`src/rtl/sp6_frame_align_pkg.sv`:
```
// Shared definitions for the Spartan-6 ISERDES word aligner: state encoding
// and the slip-count width/saturation helper.
package sp6_frame_align_pkg;

    typedef enum logic [2:0] {
        ST_IDLE   = 3'd0,
        ST_SETTLE = 3'd1,
        ST_CHECK  = 3'd2,
        ST_SLIP   = 3'd3,
        ST_LOCKED = 3'd4,
        ST_FAIL   = 3'd5
    } state_t;

    localparam int SLIP_W = 5;
    localparam logic [SLIP_W-1:0] SLIP_SAT = '1;

    function automatic logic [SLIP_W-1:0] sat_inc(input logic [SLIP_W-1:0] v);
        return (v == SLIP_SAT) ? v : v + 1'b1;
    endfunction

endpackage

```
`src/rtl/sp6_frame_align_if.sv`:
```
// Aligner-facing bundle: control levels, receiver word in, bitslip and the
// aligned word/status out.
interface sp6_frame_align_if #(parameter int DW = 8);

    logic                                   enable;
    logic                                   restart;
    logic [DW-1:0]                          data_in;
    logic                                   bitslip;
    logic                                   aligned;
    logic                                   fail;
    logic [sp6_frame_align_pkg::SLIP_W-1:0] slip_count;
    logic [DW-1:0]                          data_out;
    logic                                   data_valid;

    modport master (
        output enable, restart, data_in,
        input  bitslip, aligned, fail, slip_count, data_out, data_valid
    );

    modport slave (
        input  enable, restart, data_in,
        output bitslip, aligned, fail, slip_count, data_out, data_valid
    );

endinterface

```
`src/rtl/sp6_match_counter.sv`:
```
// Saturating consecutive-event counter; hit flags the event that reaches LIMIT
// so the caller can act in the same cycle.
module sp6_match_counter #(
    parameter int LIMIT = 8,
    localparam int W = $clog2(LIMIT + 1)
) (
    input  logic clk,
    input  logic reset,
    input  logic clr,
    input  logic inc,
    output logic hit
);

    localparam logic [W-1:0] LAST = W'(LIMIT - 1);
    localparam logic [W-1:0] TOP  = W'(LIMIT);

    logic [W-1:0] count;

    assign hit = inc && !clr && (count == LAST);

    always_ff @(posedge clk) begin
        if (reset || clr)
            count <= '0;
        else if (inc && count != TOP)
            count <= count + 1'b1;
    end

endmodule

```
`src/rtl/sp6_frame_align.sv`:
```
// Hunts for the ADC training word by pulsing the ISERDES bitslip, declares
// lock after consecutive matches and re-hunts on sustained loss of lock.
module sp6_frame_align
    import sp6_frame_align_pkg::*;
#(
    parameter int            DW            = 8,
    parameter logic [DW-1:0] PATTERN       = DW'(8'hF0),
    parameter int            SETTLE_CYCLES = 4,
    parameter int            LOCK_COUNT    = 8,
    parameter int            UNLOCK_COUNT  = 4,
    parameter int            MAX_SLIPS     = 15
) (
    input logic             sample_clk,
    input logic             reset,
    sp6_frame_align_if.slave bus
);

    localparam int                SW          = $clog2(SETTLE_CYCLES + 1);
    localparam logic [SW-1:0]     SETTLE_LAST = SW'(SETTLE_CYCLES - 1);
    localparam logic [SLIP_W-1:0] SLIP_MAX    = SLIP_W'(MAX_SLIPS);

    state_t        state;
    logic [SW-1:0] settle_cnt;
    logic          match;
    logic          go_idle;
    logic          go_restart;
    logic          lock_hit;
    logic          unlock_hit;

    assign match      = (bus.data_in == PATTERN);
    assign go_idle    = !bus.enable;
    assign go_restart = bus.enable && bus.restart && (state != ST_IDLE);

    sp6_match_counter #(.LIMIT(LOCK_COUNT)) u_lock_cnt (
        .clk   (sample_clk),
        .reset (reset),
        .clr   (go_idle || go_restart || state != ST_CHECK),
        .inc   (state == ST_CHECK && match),
        .hit   (lock_hit)
    );

    // Any match while locked breaks the run, so only consecutive misses unlock.
    sp6_match_counter #(.LIMIT(UNLOCK_COUNT)) u_unlock_cnt (
        .clk   (sample_clk),
        .reset (reset),
        .clr   (go_idle || go_restart || state != ST_LOCKED || match),
        .inc   (state == ST_LOCKED && !match),
        .hit   (unlock_hit)
    );

    always_ff @(posedge sample_clk) begin
        if (reset) begin
            state          <= ST_IDLE;
            settle_cnt     <= '0;
            bus.bitslip    <= 1'b0;
            bus.aligned    <= 1'b0;
            bus.fail       <= 1'b0;
            bus.slip_count <= '0;
            bus.data_out   <= '0;
            bus.data_valid <= 1'b0;
        end else begin
            bus.data_out <= bus.data_in;
            bus.bitslip  <= 1'b0;
            if (go_idle) begin
                state          <= ST_IDLE;
                settle_cnt     <= '0;
                bus.aligned    <= 1'b0;
                bus.fail       <= 1'b0;
                bus.slip_count <= '0;
                bus.data_valid <= 1'b0;
            end else if (go_restart) begin
                // A bitslip already on the wire finishes; the SETTLE wait absorbs it.
                state          <= ST_SETTLE;
                settle_cnt     <= '0;
                bus.aligned    <= 1'b0;
                bus.fail       <= 1'b0;
                bus.slip_count <= '0;
                bus.data_valid <= 1'b0;
            end else begin
                case (state)
                    ST_IDLE: begin
                        state          <= ST_SETTLE;
                        settle_cnt     <= '0;
                        bus.slip_count <= '0;
                    end
                    ST_SETTLE: begin
                        if (settle_cnt == SETTLE_LAST)
                            state <= ST_CHECK;
                        else
                            settle_cnt <= settle_cnt + 1'b1;
                    end
                    ST_CHECK: begin
                        if (match) begin
                            if (lock_hit) begin
                                state          <= ST_LOCKED;
                                bus.aligned    <= 1'b1;
                                bus.data_valid <= 1'b1;
                            end
                        end else if (bus.slip_count >= SLIP_MAX) begin
                            state    <= ST_FAIL;
                            bus.fail <= 1'b1;
                        end else begin
                            state          <= ST_SLIP;
                            bus.bitslip    <= 1'b1;
                            bus.slip_count <= sat_inc(bus.slip_count);
                        end
                    end
                    ST_SLIP: begin
                        state      <= ST_SETTLE;
                        settle_cnt <= '0;
                    end
                    ST_LOCKED: begin
                        // Re-hunt keeps slip_count; CHECK decides whether to slip.
                        if (unlock_hit) begin
                            state          <= ST_SETTLE;
                            settle_cnt     <= '0;
                            bus.aligned    <= 1'b0;
                            bus.data_valid <= 1'b0;
                        end
                    end
                    ST_FAIL: state <= ST_FAIL;
                    default: state <= ST_IDLE;
                endcase
            end
        end
    end

endmodule

```
`src/flat_wrapper.sv`:
```
// flat-port wrapper written by rule: the top's interface ports become plain ports
module sp6_frame_align_flat import sp6_frame_align_pkg::*;
#(
    parameter int            DW            = 8,
    parameter logic [DW-1:0] PATTERN       = DW'(8'hF0),
    parameter int            SETTLE_CYCLES = 4,
    parameter int            LOCK_COUNT    = 8,
    parameter int            UNLOCK_COUNT  = 4,
    parameter int            MAX_SLIPS     = 15
)
  (sample_clk, reset, bus_enable, bus_restart, bus_data_in, bus_bitslip, bus_aligned, bus_fail, bus_slip_count, bus_data_out, bus_data_valid);
  sp6_frame_align_if #(.DW(DW)) bus_i ();
  input logic sample_clk;
  input logic reset;
  input wire logic [$bits(bus_i.enable)-1:0] bus_enable;
  input wire logic [$bits(bus_i.restart)-1:0] bus_restart;
  input wire logic [$bits(bus_i.data_in)-1:0] bus_data_in;
  output wire logic [$bits(bus_i.bitslip)-1:0] bus_bitslip;
  output wire logic [$bits(bus_i.aligned)-1:0] bus_aligned;
  output wire logic [$bits(bus_i.fail)-1:0] bus_fail;
  output wire logic [$bits(bus_i.slip_count)-1:0] bus_slip_count;
  output wire logic [$bits(bus_i.data_out)-1:0] bus_data_out;
  output wire logic [$bits(bus_i.data_valid)-1:0] bus_data_valid;
  assign bus_i.enable = bus_enable;
  assign bus_i.restart = bus_restart;
  assign bus_i.data_in = bus_data_in;
  assign bus_bitslip = bus_i.bitslip;
  assign bus_aligned = bus_i.aligned;
  assign bus_fail = bus_i.fail;
  assign bus_slip_count = bus_i.slip_count;
  assign bus_data_out = bus_i.data_out;
  assign bus_data_valid = bus_i.data_valid;
  sp6_frame_align #(.DW(DW), .PATTERN(PATTERN), .SETTLE_CYCLES(SETTLE_CYCLES), .LOCK_COUNT(LOCK_COUNT), .UNLOCK_COUNT(UNLOCK_COUNT), .MAX_SLIPS(MAX_SLIPS)) u_core (.sample_clk(sample_clk), .reset(reset), .bus(bus_i));
endmodule
```
`config.mk`:
```
export PLATFORM = sky130hd
export DESIGN_NAME = sp6_frame_align_flat
export DESIGN_NICKNAME = d
export VERILOG_FILES = /design/src/rtl/sp6_frame_align_pkg.sv /design/src/rtl/sp6_frame_align_if.sv /design/src/rtl/sp6_match_counter.sv /design/src/rtl/sp6_frame_align.sv /design/src/flat_wrapper.sv
export SDC_FILE = /design/constraint.sdc
export NUM_CORES = 1
export LEC_CHECK = 0
export ABC_AREA = 1
export BUFFER_PORTS_ARGS = -buffer_cell sky130_fd_sc_hd__buf_2
export CAP_MARGIN = 20
export CORE_MARGIN = 2
export CORE_UTILIZATION = 52
export CTS_BUF_LIST = sky130_fd_sc_hd__clkbuf_8
export DETAILED_ROUTE_END_ITERATION = 12
export PLACE_DENSITY = 0.86
export SLEW_MARGIN = 20
export SYNTH_ARGS = -nofsm -noshare
export SYNTH_HDL_FRONTEND = slang
export SYNTH_SLANG_ARGS = --single-unit
```
`constraint.sdc`:
```
create_clock -name sample_clk -period 2.15 [get_ports sample_clk]
set_input_delay 0.215 -clock sample_clk [delete_from_list [all_inputs] [get_ports sample_clk]]
set_output_delay 0.215 -clock sample_clk [all_outputs]
set_load 0.02 [all_outputs]
```
==> results.md <==
- Area of the multi-input gates: around 800 sq um
- Clock Latency Late Sink: 0.28 ns
- Clock skew: around 0.0074 ns
- Hold Path Depth: 3
- Leakage: ~0.92 nW
- Hold-fix buffer count after cts: 0
- Met3 Track Usage GR: around 7.6%
- Seq pwr share: 43.4%
- Mapped Nets: 221
- R2r setup slk: between 0.4 and 0.5 ns
- Vias in the first global route: around 1100
- Max clock buf depth: 2
- CP endpoint kind: flop
- Final Max Slew Viols: 0
- Worst Path Arrival: 1.88 ns
- Placed cells: between 200 and 300
- Max-slew headroom: 78.11%
- FF+latch area: about 580 sq um
- Post-route ant nets: 0
- #FFs+latches synth: 29
- Worst min-delay path class: in2reg
- Largest net degree at the start of global routing: 11
- Largest area contributor in the netlist: dfxtp_1
- R2R Path Start: u_core.bus.slip_count[0]
- Worst-path clk slew: ~0.060 ns
- Critical Path Start: u_core.bus.slip_count[0]
- Area grow syn2layout: 18.61%
- Max cap viols: 0
- FFs w/ async S/R, synth: 0%
- Total power: around 1.3 mW
- PortBufs: 28
- Setup slack at placement: 0.4902 ns
- TritonCTS Buffers: 5
- H-tree depth: 2
- Worst Path Required: around 2.4 ns
- Peak supply drop: 0.6752 mV
- Synth Flop Type: dfxtp_1
- Critical path class: reg2reg
- Post-synth top cells: inv_1 (30), dfxtp_1 (29), nand2_1 (29)
- Sw Ratio: between 20% and 30%
- Die height: 58.18 microns
- Worst-path cell chain: ha_1 -> nand2_1 -> nor2_1 -> ha_1 -> nor3_2 -> nand2_1 -> nand2_2 -> nand2_2 -> nand2_1 -> inv_1 -> a21oi_1
- Root Buffer Master: clkbuf_8
- DRT Wirelength: 2583 microns
- Post-synthesis cell area: ~1500 sq um
- Setup_tns: 0 ns
- PD cells: 716.7 nW/um^2
- EDFF count, synth: 0
- CTS sink count: 29
- Initial antenna violation count: 0
- Int Power: 0.9824 mW
- Ratio of cells with drive above 1 in the final layout: between 20% and 30%
- DP HPWL: between 2000 and 2500 microns
- Residual DRC: 0
- Startpoint Class: flop
- Pre-antenna DRT Iters: 4
- Post-CTS Setup Repair Bufs: 0
- Worst-path fanout max: 6
- Filler instances: roughly 260
- Synth warn: 0
- Routed vias: between 1000 and 1500
- Post-synthesis cell type count: 29
- # diodes: 0
- Psw: between 0.3 and 0.4 mW
- GR Util met2: 29.06%
- Most used cell, CP: nand2_1
- Outcome: complete, no violations
- Core area: around 2800 sq um
- Final setup fails: 0
- Net total in the final layout: 254
- Number of cells on the critical path: 11
- Comb pwr share: between 10% and 20%
- WP buf/inv: 1
- Iter 0 DRT Violations: 32
- Die X-Extent: around 58 microns
- Largest delay share family, worst path: simple AND/OR/NAND/NOR gates
- RePlAce Congestion: 0.7896
- Main area contributors after synthesis: dfxtp_1 (38%), ha_1 (8.2%), inv_1 (7.4%), nand2_1 (7.1%), nor2_1 (6.9%)
- Fmax: 599.6 MHz
- Num rows: 19
- First-pass GRT wire length: between 4000 and 5000 microns
- WL/cell: 9.784 microns
- Worst-Margin Slew: roughly 0.33 ns
- Initial Util: 54.88%
- Routing usage on met1: 20.94%
- Cell Count, Final, Fillers Out: ~260
- # resized after CTS: 0
- Final worst-path cycle share: between 70% and 80%
- Worst Reg-to-Reg Cells: 11
- Die area: 3385 sq um
- Post-synthesis sequential area ratio: 38.03%
- Max incr delay on CP: 0.33 ns
- Critical path's slowest cell: dfxtp_1
- Post-synth top area share: 38.03%
- RSZ-0062 raised after global routing: no
- Final min period: ~1.7 ns
- Syn avg cell area: 7.671 sq um
- Top-count cell post-synth: inv_1
- Grt ovf: 0
- Worst Setup Slack, final: just under 0.5 ns
- CTS tree: yes
- Post-synthesis instance total: 199
- Clock network power share: between 40% and 50%
- Total GRT Usage: between 15 and 20%
- Vias per cell: roughly 4.8
- I/O pin cnt: 29
- Hold Vio Cnt, Final: 0
- Reg-to-Reg End: u_core.bus.slip_count[0]
- Critical path capture point: u_core.bus.slip_count[0]
- GR peak layer: met2
sequential cells by signal, indices dropped and copies added (netlist names):
| signal | cells |
|---|---|
| u_core.bus.aligned | 1 |
| u_core.bus.bitslip | 1 |
| u_core.bus.data_out | 8 |
| u_core.bus.fail | 1 |
| u_core.bus.slip_count | 5 |
| u_core.settle_cnt | 3 |
| u_core.state | 3 |
| u_core.u_lock_cnt.count | 4 |
| u_core.u_unlock_cnt.count | 3 |
power groups by stage:
stage               sequential, mW  clock [mW]  combinational, mW
detailed placement           0.575           0              0.167
floorplan                    0.586           0              0.115
global placement             0.574           0              0.165
global route                 0.564       0.612              0.188
CTS                          0.563       0.584              0.168
finish                       0.563       0.568              0.167
worst min path at each step:
stage | startpoint | to | slack [ns]
final | bus_data_in[0] | u_core.bus.data_out[0] | 0.15
after global routing | bus_data_in[0] | u_core.bus.data_out[0] | 0.14
after CTS | bus_data_in[7] | u_core.bus.data_out[7] | 0.14
after detailed placement | bus_data_in[3] | u_core.bus.data_out[3] | 0.44
after global placement | bus_data_in[2] | u_core.bus.data_out[2] | 0.43
after floorplan | bus_data_in[4] | u_core.bus.data_out[4] | 0.32
cells by family (layout without fill, tap and decap cells):
kind of cell	count (synthesis)	after routing	share of synthesized area, %
AND/OR/NAND/NOR	99	99	34.84
buffers and inverters	37	71	9.508
flip-flops	29	29	38.03
AO/OA/AOI/OAI	22	22	8.279
adder cells (fa/ha/maj)	10	10	8.197
XOR/XNOR	2	2	1.148
worst min-delay path, cell delays in order:
cell	delay (ns)
buf_2	0.08
inv_1	0.04
nor2_1	0.07
layout by cell type (no fill, tap or decap):
master / Yosys / routed
o21ai_1: 4 / 4
inv_4: 1 / 1
inv_2: 4 / 4
dfxtp_1: 29 / 29
xor2_1: 2 / 2
nand3_1: 18 / 18
nor2_1: 28 / 28
nand3b_1: 2 / 2
inv_1: 30 / 31
o21a_1: 2 / 2
nor3_2: 1 / 1
nor2_8: 3 / 3
nand4_1: 2 / 2
bufinv_16: 0 / 1
a211oi_1: 1 / 1
nand2_2: 5 / 5
o21ai_0: 2 / 2
nor3b_1: 2 / 2
ha_1: 10 / 10
nand2_1: 29 / 29
nor2_2: 1 / 1
nor3b_2: 1 / 1
nand2_4: 4 / 4
o211a_1: 1 / 1
nand3_2: 1 / 1
buf_2: 0 / 28
o21ai_2: 1 / 1
clkbuf_8: 0 / 6
a21oi_1: 11 / 11
nor3_1: 2 / 2
metal layers:
layer / part of all wire [%] / up-vias
met5: 0 / -
met4: 1.4 / 0
met3: 4.6 / 4
met2: 47 / 18
met1: 47 / 555
li1: - / 695
cell type report:
type                            count  area share, %
Clock buffer                        6          4.561
Inverter                           35          7.395
Tap cell                           31          2.142
Clock inverter                      2          1.866
Sequential cell                    29          32.07
Timing Repair Buffer               28          7.740
Multi-Input combinational cell    133          44.23
stage by stage:
step	util [%]	hold slack (ns)	area [sq um]
after floorplan	-	0.3220	1526
after global placement	60.91	0.4296	1694
after detailed placement	60.91	0.4389	1694
after CTS	65.09	0.1397	1810
after global routing	65.09	0.1406	1810
final	65.09	0.1454	1810
(Power assumes the default switching activity.)
